[src/rtl/mux2to1_input.sv]
// Registered 2:1 operand selector feeding the ripple-adder core: picks pin or test operands.
// Optional macro MUX2TO1_INPUT_SEL_SYNC_EN adds a 2-flop synchronizer on sel.
module mux2to1_input #(
  parameter int N = 16
) (
  input  logic         clk,
  input  logic         rst,
  input  logic [N-1:0] pin_a,
  input  logic [N-1:0] pin_b,
  input  logic         pin_cin,
  input  logic [N-1:0] a,
  input  logic [N-1:0] b,
  input  logic         cin,
  input  logic         sel,
  output logic [N-1:0] sel_a,
  output logic [N-1:0] sel_b,
  output logic         sel_cin,
  output logic         sel_eff
);

  logic         s;
  logic [N-1:0] nxt_a;
  logic [N-1:0] nxt_b;
  logic         nxt_cin;

`ifdef MUX2TO1_INPUT_SEL_SYNC_EN
  logic sel_meta;
  logic sel_sync;

  // sel may come from an unrelated test domain; only sel_sync is ever used.
  always_ff @(posedge clk or posedge rst) begin
    if (rst) begin
      sel_meta <= 1'b0;
      sel_sync <= 1'b0;
    end else begin
      sel_meta <= sel;
      sel_sync <= sel_meta;
    end
  end

  assign s = sel_sync;
`else
  assign s = sel;
`endif

  // One select steers all three fields so a word never mixes sources.
  always_comb begin
    // NOTE: defaults first so every path assigns every output; no latch can be inferred.
    nxt_a   = pin_a;
    nxt_b   = pin_b;
    nxt_cin = pin_cin;
    if (s) begin
      nxt_a   = a;
      nxt_b   = b;
      nxt_cin = cin;
    end
  end

  always_ff @(posedge clk or posedge rst) begin
    if (rst) begin
      sel_a   <= '0;
      sel_b   <= '0;
      sel_cin <= 1'b0;
      sel_eff <= 1'b0;
    end else begin
      // NOTE: non-blocking assignments so all registers see pre-edge values.
      sel_a   <= nxt_a;
      sel_b   <= nxt_b;
      sel_cin <= nxt_cin;
      sel_eff <= s;
    end
  end

endmodule

[config.mk]
export PLATFORM = sky130hd
export DESIGN_NAME = mux2to1_input
export DESIGN_NICKNAME = d
export VERILOG_FILES = /design/src/rtl/mux2to1_input.sv
export SDC_FILE = /design/constraint.sdc
export NUM_CORES = 1
export LEC_CHECK = 0
export ABC_CLOCK_PERIOD_IN_PS = 1400
export CORE_UTILIZATION = 34
export CTS_CLUSTER_DIAMETER = 200
export DETAILED_ROUTE_END_ITERATION = 8
export HOLD_SLACK_MARGIN = 0.08
export PLACE_DENSITY_LB_ADDON = 0.12
export SYNTH_ARGS = -nofsm -noshare
export SYNTH_HDL_FRONTEND = slang
export SYNTH_SLANG_ARGS = --single-unit
[constraint.sdc]
create_clock -name clk -period 1.4 [get_ports clk]
set_input_delay 0.35 -clock clk [delete_from_list [all_inputs] [get_ports clk]]
set_output_delay 0.35 -clock clk [all_outputs]
set_load 0.01 [all_outputs]
==> results.toml <==
[logic_synthesis]
postSynthCellCount = 72
ys_seq_area_frac = 0.603
synthTopCellsByArea = "dfrtp_1, mux2_4, buf_12, mux2_2, buf_6"
synth_area_per_cell_um2 = 19.6
synth_area_leader_cell = "dfrtp_1"
yosysWarningCount = 0
synth_area_um2 = 1410
ys_seq_elements = 34
syn_nets = 141
yosysTopAreaCellShare = 0.603
ys_types = 6

[cts]
clockBufferDepth = 2
cts_buffers = 5
clock_sinks = 34
cts_tree = "yes"
path_clk_slew_ps = 60
clock-root-buffer = "clkbuf_8"
clock_tree.htree_level_count = 2
cts_setup_buffers = 0

[timing]
rsz0062_at_grt = "false"
period_needed_ps = 1270
fmax_ghz = 0.787
tightest_slew_ps = 301
drv_slew = 0
fin_crit_sh = 0.908
slew_headroom = 0.800
setup_viol = 0
hold_violations = 0
tns_ps = 0

[floorplan]
start_util = 0.353
die_h_um = 66.4
boundaryPins = 103
coreArea_um2 = 4000
fp.dieW_um = 66.4
fp-row-count = 23
dieArea_um2 = 4410

[cells_and_area]
design_area_um2 = 2510
diodes = 0
nNetsFinal = 250
area_growth_pct = 77.7
drive_above_1_share = 0.238
fin_util = 0.627

[global_routing]
grt_pass1_vias = 1034
grt_pass1_wl_um = 4590
grt_max_degree = 25
grt.overflow.total = 0
antenna_found_initial = 0
gr-usage-all-layers = 0.149

[drt]
via_count = 999
drtAntennaViolNets = 0
drc = 0
wl_um = 3060
dr.pass1.iters = 3
wl_per_cell_um = 13.3
drt-initial-drc-count = 30
viasPerCell = 4.32

[setup_path]
critPathSlowestCell = "dfrtp_1"
crit_family = "flip-flops"
crit_buf_inv = 1
worstPathArrival_ps = 920
cp.required_ps = 1050
critical_path_class = "flip-flop to primary output"
critPathLaunchType = "flip-flop"
cp_max_fo = 1
worstPathCellList = "dlygate4sd2_1"
cpPeakStageDelay_ps = 370
crit_path_end_kind = "primary output"

[placement]
detailed_place.area_um2 = 2470
io_buffers = 102
dpl.hpwl_um = 2430
gp_congestion = 0.648

[worst_hold_path]
min_path_type = "primary input to asynchronous set/reset pin"

[power_and_ir_drop]
power_mw = 2.23
powerDensity_nw_per_um2 = 888
max-vdd-ir-drop_mv = 0.535
leakagePower_nw = 1.17

[run_status]
status = "completed"

[run]
max_cap_violations = 0
path summary, 6_finish.rpt:
kind	from	end	slack (ps)	depth (start not counted)
min	rst	sel_b[5]$_DFF_PP0_	390	3
max	sel_b[9]$_DFF_PP0_	sel_b[9]	130	1
max in group asynchronous	rst	sel_a[1]$_DFF_PP0_	710	3
min in group clk	sel	sel_eff$_DFF_PP0_	420	2
area by class of cell:
cell class                 instances  area, µm²
timing repair buffer             106       1030
sequential                        34        851
clock buffer                       7       76.3
tap                               50       62.6
inverter                           1       3.75
fill                             337       1490
multi-input combinational         33        484
registers in the layout, indices dropped and copies added, names as in the netlist:
| signal | cells |
|---|---|
| sel_a | 16 |
| sel_b | 16 |
| sel_eff | 1 |
| sel_cin | 1 |
metrics by stage:
stage	cells	hold WS, ps	setup slack (ps)
2_1_floorplan	72	381	302
3_5_place_dp	224	682	190
4_1_cts	231	386	107
6_report	231	385	129
5_1_grt	231	407	86.1
3_3_place_gp	224	678	207
logic make-up (layout without fill, tap and decap cells):
| group | after synthesis | in the layout | synth area share |
|---|---|---|---|
| flops | 34 | 34 | 0.603 |
| mux | 33 | 33 | 0.343 |
| buf+inv | 5 | 114 | 0.0532 |
power breakdown:
group	leakage (nW)	switching (mW)	internal (mW)
combinational	0.737	0.158	0.354
clock	0.0383	0.302	0.342
sequential	0.396	0.0152	1.06
cell usage in the layout, fill, tap and decap left out:
cell type,Yosys,routed
clkbuf_1,0,2
buf_4,0,2
dfrtp_1,34,34
mux2_2,3,3
clkbuf_8,0,5
buf_2,0,1
clkdlybuf4s50_1,0,67
mux2_4,30,30
dlygate4sd2_1,0,34
inv_1,1,1
buf_12,3,2
layer usage:
metal	wire (µm)	up-vias	GRT usage
met1	982	477	0.126
met5	0	-	0
met3	274	7	0.0655
li1	-	461	-
met2	1740	54	0.283
met4	61	0	0.0798
timing repair:
action	in CTS	in global routing
endpoints found under the setup margin	34	0
hold buffers	0	0
resized for setup	34	0
cell usage after synthesis:
master / count
buf_6: 1
dfrtp_1: 34
buf_12: 3
mux2_2: 3
mux2_4: 30
inv_1: 1
No activity file was read; power rests on OpenSTA's default activity.
